[src/rtl/decode_stage_hs.sv]
// MIPS32 decode stage: decodes one instruction per cycle into registered EXE/MEM/WB controls.
// Latency 1 cycle; backpressure via valid/allowin, optional one-entry skid buffer absorbs one extra word.
module decode_stage_hs #(
   parameter int ADDR_W      = 32,
   parameter int LINK_OFFSET = 8,
   parameter bit HAS_SKID    = 1'b1
) (
   input  logic              clk,
   input  logic              resetn,
   input  logic              flush,
   input  logic              fe_valid,
   input  logic [31:0]       fe_inst,
   input  logic [ADDR_W-1:0] fe_pc,
   output logic              de_allowin,
   input  logic              stall,
   input  logic              exe_allowin,
   output logic [4:0]        fe_rs_addr,
   output logic [4:0]        fe_rt_addr,
   output logic [4:0]        de_rs_addr,
   output logic [4:0]        de_rt_addr,
   input  logic [31:0]       de_rs_data,
   input  logic [31:0]       de_rt_data,
   output logic              de_is_b,
   output logic              de_is_j,
   output logic              de_is_jr,
   output logic [3:0]        de_b_type,
   output logic [15:0]       de_b_offset,
   output logic [25:0]       de_j_index,
   output logic              de_valid,
   output logic [ADDR_W-1:0] de_pc,
   output logic [3:0]        de_aluop,
   output logic [31:0]       de_alusrc1,
   output logic [31:0]       de_alusrc2,
   output logic              de_mem_en,
   output logic [3:0]        de_mem_wen,
   output logic [31:0]       de_mem_wdata,
   output logic              de_reg_en,
   output logic              de_mem_read,
   output logic [4:0]        de_reg_waddr,
   output logic              de_ri
);
   localparam logic [3:0] OP_AND = 4'd0, OP_OR = 4'd1, OP_ADD = 4'd2, OP_SUB = 4'd3,
                          OP_SLT = 4'd4, OP_SLTU = 4'd5, OP_SLL = 4'd6, OP_SRL = 4'd7,
                          OP_SRA = 4'd9, OP_LUI = 4'd10, OP_XOR = 4'd11, OP_NOR = 4'd12;

   typedef struct packed {
      logic [31:0]       inst;
      logic [ADDR_W-1:0] pc;
   } fe_dat_t;

   fe_dat_t s_dat, src_dat;
   logic    s_valid, src_valid, load_r;

   assign src_valid = s_valid | fe_valid;
   assign src_dat   = s_valid ? s_dat : {fe_inst, fe_pc};
   assign load_r    = src_valid & ~stall & (~de_valid | exe_allowin) & ~flush;

   generate
      if (HAS_SKID) begin : g_skid
         logic fe_acc;
         assign fe_acc     = fe_valid & ~s_valid;
         assign de_allowin = ~s_valid;
         always_ff @(posedge clk or negedge resetn) begin
            if (!resetn) begin
               s_valid <= 1'b0;
               s_dat   <= '0;
            end else if (flush) begin
               s_valid <= 1'b0;
            end else if (s_valid) begin
               if (load_r) s_valid <= 1'b0;
            end else if (fe_acc && !load_r) begin
               s_valid <= 1'b1;
               s_dat   <= {fe_inst, fe_pc};
            end
         end
      end else begin : g_noskid
         assign s_valid    = 1'b0;
         assign s_dat      = '0;
         assign de_allowin = ~stall & (~de_valid | exe_allowin);
      end
   endgenerate

   logic [5:0]  op, fn;
   logic [4:0]  rs, rt, rd, sa;
   logic [31:0] sext, zext, pc_ext, link_off;
   assign op       = src_dat.inst[31:26];
   assign rs       = src_dat.inst[25:21];
   assign rt       = src_dat.inst[20:16];
   assign rd       = src_dat.inst[15:11];
   assign sa       = src_dat.inst[10:6];
   assign fn       = src_dat.inst[5:0];
   assign sext     = {{16{src_dat.inst[15]}}, src_dat.inst[15:0]};
   assign zext     = {16'd0, src_dat.inst[15:0]};
   assign pc_ext   = 32'(src_dat.pc);
   assign link_off = 32'(LINK_OFFSET);

   logic [3:0]  d_aluop, d_wen, d_btype;
   logic [31:0] d_src1, d_src2;
   logic [4:0]  d_waddr;
   logic        d_mem_en, d_reg_en, d_mem_read, d_ri, d_rs_rd, d_rt_rd, d_b, d_j, d_jr;

   always_comb begin
      d_aluop = OP_ADD;  d_src1 = de_rs_data;  d_src2 = de_rt_data;  d_waddr = rt;
      d_mem_en = 1'b0;   d_wen = 4'b0;         d_reg_en = 1'b0;      d_mem_read = 1'b0;
      d_ri = 1'b0;       d_rs_rd = 1'b0;       d_rt_rd = 1'b0;
      d_b = 1'b0;        d_j = 1'b0;           d_jr = 1'b0;          d_btype = 4'd0;
      case (op)
         6'h00: begin
            d_reg_en = 1'b1; d_waddr = rd; d_rs_rd = 1'b1; d_rt_rd = 1'b1;
            case (fn)
               6'h00: begin d_aluop = OP_SLL; d_src1 = {27'd0, sa}; d_rs_rd = 1'b0; end
               6'h02: begin d_aluop = OP_SRL; d_src1 = {27'd0, sa}; d_rs_rd = 1'b0; end
               6'h03: begin d_aluop = OP_SRA; d_src1 = {27'd0, sa}; d_rs_rd = 1'b0; end
               6'h04: d_aluop = OP_SLL;
               6'h06: d_aluop = OP_SRL;
               6'h07: d_aluop = OP_SRA;
               6'h08: begin d_jr = 1'b1; d_reg_en = 1'b0; d_rt_rd = 1'b0; end
               6'h09: begin d_jr = 1'b1; d_rt_rd = 1'b0; d_src1 = pc_ext; d_src2 = link_off; end
               6'h20, 6'h21: d_aluop = OP_ADD;
               6'h22, 6'h23: d_aluop = OP_SUB;
               6'h24: d_aluop = OP_AND;
               6'h25: d_aluop = OP_OR;
               6'h26: d_aluop = OP_XOR;
               6'h27: d_aluop = OP_NOR;
               6'h2A: d_aluop = OP_SLT;
               6'h2B: d_aluop = OP_SLTU;
               default: d_ri = 1'b1;
            endcase
         end
         6'h01: begin
            d_b = 1'b1; d_rs_rd = 1'b1;
            case (rt)
               5'h00: d_btype = 4'd5;
               5'h01: d_btype = 4'd2;
               5'h10, 5'h11: begin
                  d_btype = (rt == 5'h10) ? 4'd6 : 4'd7;
                  d_reg_en = 1'b1; d_waddr = 5'd31; d_src1 = pc_ext; d_src2 = link_off;
               end
               default: d_ri = 1'b1;
            endcase
         end
         6'h02: d_j = 1'b1;
         6'h03: begin d_j = 1'b1; d_reg_en = 1'b1; d_waddr = 5'd31; d_src1 = pc_ext; d_src2 = link_off; end
         6'h04: begin d_b = 1'b1; d_btype = 4'd1; d_rs_rd = 1'b1; d_rt_rd = 1'b1; end
         6'h05: begin d_b = 1'b1; d_btype = 4'd0; d_rs_rd = 1'b1; d_rt_rd = 1'b1; end
         6'h06: begin d_b = 1'b1; d_btype = 4'd4; d_rs_rd = 1'b1; end
         6'h07: begin d_b = 1'b1; d_btype = 4'd3; d_rs_rd = 1'b1; end
         6'h08, 6'h09: begin d_reg_en = 1'b1; d_rs_rd = 1'b1; d_src2 = sext; end
         6'h0A: begin d_aluop = OP_SLT;  d_reg_en = 1'b1; d_rs_rd = 1'b1; d_src2 = sext; end
         6'h0B: begin d_aluop = OP_SLTU; d_reg_en = 1'b1; d_rs_rd = 1'b1; d_src2 = sext; end
         6'h0C: begin d_aluop = OP_AND;  d_reg_en = 1'b1; d_rs_rd = 1'b1; d_src2 = zext; end
         6'h0D: begin d_aluop = OP_OR;   d_reg_en = 1'b1; d_rs_rd = 1'b1; d_src2 = zext; end
         6'h0E: begin d_aluop = OP_XOR;  d_reg_en = 1'b1; d_rs_rd = 1'b1; d_src2 = zext; end
         6'h0F: begin d_aluop = OP_LUI;  d_reg_en = 1'b1; d_src2 = sext; end
         6'h23: begin d_mem_en = 1'b1; d_mem_read = 1'b1; d_reg_en = 1'b1; d_rs_rd = 1'b1; d_src2 = sext; end
         6'h2B: begin d_mem_en = 1'b1; d_wen = 4'b1111; d_rs_rd = 1'b1; d_rt_rd = 1'b1; d_src2 = sext; end
         default: d_ri = 1'b1;
      endcase
      // A reserved word must leave no trace: no writes, no redirect, no hazard sources.
      if (d_ri) begin
         d_aluop = OP_ADD; d_reg_en = 1'b0; d_mem_en = 1'b0; d_wen = 4'b0; d_mem_read = 1'b0;
         d_b = 1'b0; d_j = 1'b0; d_jr = 1'b0; d_rs_rd = 1'b0; d_rt_rd = 1'b0;
      end
   end

   logic redir_ok;
   assign redir_ok    = src_valid & ~stall & ~flush;
   assign de_is_b     = redir_ok & d_b;
   assign de_is_j     = redir_ok & d_j;
   assign de_is_jr    = redir_ok & d_jr;
   assign de_b_type   = d_btype;
   assign de_b_offset = src_dat.inst[15:0];
   assign de_j_index  = src_dat.inst[25:0];
   assign fe_rs_addr  = rs;
   assign fe_rt_addr  = rt;
   assign de_rs_addr  = d_rs_rd ? rs : 5'd0;
   assign de_rt_addr  = d_rt_rd ? rt : 5'd0;

   logic       r_mem_en, r_reg_en, r_mem_read, r_ri;
   logic [3:0] r_mem_wen;

   always_ff @(posedge clk or negedge resetn) begin
      if (!resetn) de_valid <= 1'b0;
      else if (flush) de_valid <= 1'b0;
      else if (load_r) de_valid <= 1'b1;
      else if (exe_allowin) de_valid <= 1'b0;
   end

   always_ff @(posedge clk or negedge resetn) begin
      if (!resetn) begin
         de_pc <= '0; de_aluop <= '0; de_alusrc1 <= '0; de_alusrc2 <= '0; de_mem_wdata <= '0;
         de_reg_waddr <= '0; r_mem_en <= 1'b0; r_mem_wen <= '0; r_reg_en <= 1'b0;
         r_mem_read <= 1'b0; r_ri <= 1'b0;
      end else if (load_r) begin
         de_pc <= src_dat.pc; de_aluop <= d_aluop; de_alusrc1 <= d_src1; de_alusrc2 <= d_src2;
         de_mem_wdata <= de_rt_data; de_reg_waddr <= d_waddr; r_mem_en <= d_mem_en;
         r_mem_wen <= d_wen; r_reg_en <= d_reg_en; r_mem_read <= d_mem_read; r_ri <= d_ri;
      end
   end

   // Side-effect controls are masked so a bubble can never write.
   assign de_mem_en   = de_valid & r_mem_en;
   assign de_mem_wen  = de_valid ? r_mem_wen : 4'b0;
   assign de_reg_en   = de_valid & r_reg_en;
   assign de_mem_read = de_valid & r_mem_read;
   assign de_ri       = de_valid & r_ri;
endmodule

[config.mk]
export PLATFORM = sky130hd
export DESIGN_NAME = decode_stage_hs
export DESIGN_NICKNAME = d
export VERILOG_FILES = /design/src/rtl/decode_stage_hs.sv
export SDC_FILE = /design/constraint.sdc
export NUM_CORES = 1
export LEC_CHECK = 0
export BUFFER_PORTS_ARGS = -buffer_cell sky130_fd_sc_hd__buf_2
export CAP_MARGIN = 20
export CORE_AREA = 8 8 148 164
export CTS_BUF_LIST = sky130_fd_sc_hd__clkbuf_8 sky130_fd_sc_hd__clkbuf_16
export DETAILED_ROUTE_END_ITERATION = 12
export DIE_AREA = 0 0 156 172
export PLACE_DENSITY = 0.9
export SLEW_MARGIN = 20
export SYNTH_ARGS = -nofsm -noshare
export SYNTH_HDL_FRONTEND = slang
export SYNTH_SLANG_ARGS = --single-unit
[constraint.sdc]
create_clock -name clk -period 3.4 [get_ports clk]
set_input_delay 0.17 -clock clk [delete_from_list [all_inputs] [get_ports clk]]
set_output_delay 0.17 -clock clk [all_outputs]
set_load 0.005 [all_outputs]
==> flow_metrics.py <==
metrics = {
    "routing": {
        "drt-initial-drc-count": 983,
        "via_per_inst": 5.87,
        "drt-wirelength-per-cell_um": 22.2,
        "vias": 10300,
        "routed_wl_um": 38900,
        "route.detailed.drc": 0,
        "drt.antenna.violating_nets": 0,
        "firstDrtPassIters": 6,
    },
    "worst_setup_path": {
        "cp_top_family": "compound AO/OA/AOI/OAI gates",
        "path_buf_inv": 2,
        "slowest_delay_ps": 620,
        "cp.arrival_ps": 3100,
        "critical_path_class": "register to primary output",
        "crit_fanout": 24,
        "crit_start": "s_valid",
        "required_ps": 3230,
        "end_kind": "primary output",
        "crit_path_start_kind": "register",
        "path_cells": "buf_12 -> nor4b_2 -> o22ai_1 -> a32oi_1 -> o21ai_4 -> nor3b_1 -> buf_2",
        "rrSetupSlack_ps": 480,
        "critPathSlowestCell": "dfrtp_4",
        "reg2reg_depth": 6,
        "timing.rr.start": "s_valid",
        "cp.depth": 7,
    },
    "die": {
        "die_width_um": 156,
        "ioPinCount": 350,
        "core_area_sq_um": 21600,
        "rows": 57,
        "die_area_sq_um": 26800,
        "die_h_um": 172,
        "start_util_pct": 49.2,
    },
    "synth": {
        "synth_seq_area_share_pct": 49.0,
        "yosys_warnings": 0,
        "netlist_instances": 1052,
        "synth_edf_count": 0,
        "yosys_most_used_dff": "dfrtp_1",
        "syn_area_sq_um": 10600,
        "synthTopCellsByArea": "dfrtp_1 (49%), mux2_2 (6.6%), nand2_1 (6.5%)",
        "synthesis.nets": 1186,
        "synth_largest_area_cell": "dfrtp_1",
        "synth_cell_type_count": 64,
        "ys_seq_elements": 208,
        "async_flop_share_pct": 100,
        "synth_top_area_share_pct": 49.0,
        "synth_area_per_cell_sq_um": 10.1,
    },
    "power_and_ir_drop": {
        "p_total_mw": 8.12,
        "p_comb_share_pct": 25.5,
        "vdd_drop_max_v": 0.000562,
        "p_sw_mw": 2.51,
        "sw_frac_of_total_pct": 30.9,
        "p_leak_nw": 6.76,
        "p_int_mw": 5.61,
        "p_clk_share_pct": 33.0,
        "powerDensity_nw_per_um2": 574,
        "p_seq_share_pct": 41.6,
    },
    "cts": {
        "cts.clk_slew.worst_paths_ps": 60,
        "cts_buffers": 22,
        "clock_latency_ps": 500,
        "htree_levels": 1,
        "cts-root-buf": "clkbuf_16",
        "clock-sinks": 208,
        "cts_tree": "built",
        "clockBufferDepth": 3,
    },
    "sta": {
        "slew_viol_final": 0,
        "final.setup.tns_ps": 0,
        "skew_ps": 10.9,
        "slew_headroom_pct": 26.7,
        "worst_slew_pin_slew_ps": 1100,
        "hold_violations": 0,
        "fin_ws_ps": 127,
        "setup_violations": 0,
        "fmax_ghz": 0.306,
        "fin_crit_sh_pct": 96.3,
        "period_minus_slack_ps": 3270,
        "rsz0062_at_grt": "false",
    },
    "worst_hold_path": {
        "hp-start": "de_rs_data[31]",
        "whs_path_depth": 3,
        "min_path_type": "input port to register",
    },
    "finish": {
        "layout_commonest_cell": "buf_2",
        "syn_to_final_growth_pct": 33.2,
        "instances_no_fill": 1748,
        "nFillCells": 1536,
        "layout_common_cells": "buf_2 (347), dfrtp_1 (207), nand2_1 (183)",
        "layout-drive-gt1-share_pct": 34.5,
        "nNetsFinal": 1566,
    },
    "outcome": {
        "status": "finished, final reports clean",
    },
    "run": {
        "maxCapViolCount": 0,
    },
    "global_route": {
        "antenna_found_initial": 6,
        "grt_pass1_vias": 10900,
        "grtUsageTotal_pct": 28.2,
        "grt_start_max_net_pins": 145,
        "grt_overflow_total": 0,
        "grt_pass1_wl_um": 59700,
    },
    "placement": {
        "placedCellCount": 1589,
        "place_hpwl_um": 24900,
        "finalWeightedCongestion": 0.973,
        "portBuffers": 348,
        "place_ws_ps": 468,
    },
}
routing by layer:
layer  share of wire, %  GRT usage (%)
met2                 49           46.5
met1                 36           32.7
met4                6.3           18.2
met5              0.026              0
met3                8.6           6.75
worst paths after layout:
kind	end
max in group asynchronous	de_pc[20]
setup / recovery	de_rs_addr[1]
hold / removal	de_alusrc1[31]
setup reg to reg	de_alusrc1[9]
hold reg to reg	de_pc[28]
min in group asynchronous	de_pc[11]
state kept, by name (all words and copies together), names as in the netlist:
| register | cells |
|---|---|
| de_aluop | 4 |
| de_alusrc1 | 32 |
| de_alusrc2 | 32 |
| de_mem_wdata | 32 |
| de_pc | 32 |
| de_reg_waddr | 5 |
| de_valid | 1 |
| r_mem_en | 1 |
| r_mem_read | 1 |
| r_mem_wen | 1 |
| r_reg_en | 1 |
| r_ri | 1 |
| s_dat | 64 |
| s_valid | 1 |
power by group through the flow:
stage	Sequential [mW]	Combinational, mW	Clock (mW)
4_1_cts	3.35	2.01	2.70
2_1_floorplan	3.35	1.06	0
3_5_place_dp	3.38	1.90	0
6_report	3.37	2.07	2.68
5_1_grt	3.43	2.25	2.81
3_3_place_gp	3.36	1.83	0
through the flow:
stage | util, % | hold slack [ps] | instance area [sq um]
final | 65.5 | 15.1 | 14100
after global routing | 65.5 | 16.6 | 14100
after floorplan | - | -126 | 10600
after global placement | 56.2 | 228 | 12200
after detailed placement | 56.2 | 240 | 12200
after CTS | 65.3 | 0.964 | 14100
tightest hold or removal path, cell delays in order:
cell,delay (ps)
buf_2,70
a32oi_1,80
a21oi_1,150
final cells by class:
type	count	area [sq um]	share of cell area (%)
clock inverters	11	156	1.11
clock buffers	29	658	4.65
inverters	21	78.8	0.557
diodes	5	12.5	0.0884
repair buffers	479	3070	21.7
multi-input cells	700	4600	32.5
well taps	295	369	2.61
flip-flops and latches	208	5210	36.8
logic make-up after synthesis:
logic type | Yosys count | share of synthesized area [%]
other | 1 | 0.0353
buffers and inverters | 144 | 8.30
multiplexers | 135 | 14.0
AND/OR/NAND/NOR | 351 | 14.8
XOR/XNOR | 2 | 0.165
AO/OA/AOI/OAI | 211 | 13.7
flip-flops | 208 | 49.0
synth_stat cells (3+ instances only):
master       n
nor3b_2      3
a211oi_1     5
mux2_2      62
inv_1       19
a2bb2oi_1    4
o31ai_1      5
nor2_1      99
o22ai_1      6
a21oi_1     33
nand2_1    183
nor3b_1      5
nor4b_2      3
nand2b_1     4
mux2i_1     51
o21ai_1      4
buf_4       66
o21ai_0     50
clkbuf_1    26
o211ai_1    26
nand3_1     12
a31oi_1     10
buf_2       21
nor4_2       3
buf_6        9
nor3_1       6
mux2_1      18
and2_1       7
o32ai_1      5
nor2b_1      3
or3_1        5
a22oi_1     16
a32oi_1     29
dfrtp_1    208
and3b_1      3
what timing repair did:
| action | in CTS | in global routing |
|---|---|---|
| pin swaps | 0 | 0 |
| gates resized for setup | 1 | 1 |
| endpoints found under the setup margin | 5 | 13 |
| cloned | 0 | 0 |
| endpoints found under the hold margin | 229 | 0 |
| buffers inserted | 0 | 1 |
| hold buffers | 113 | 0 |
Power figures use the tool's default switching activity.
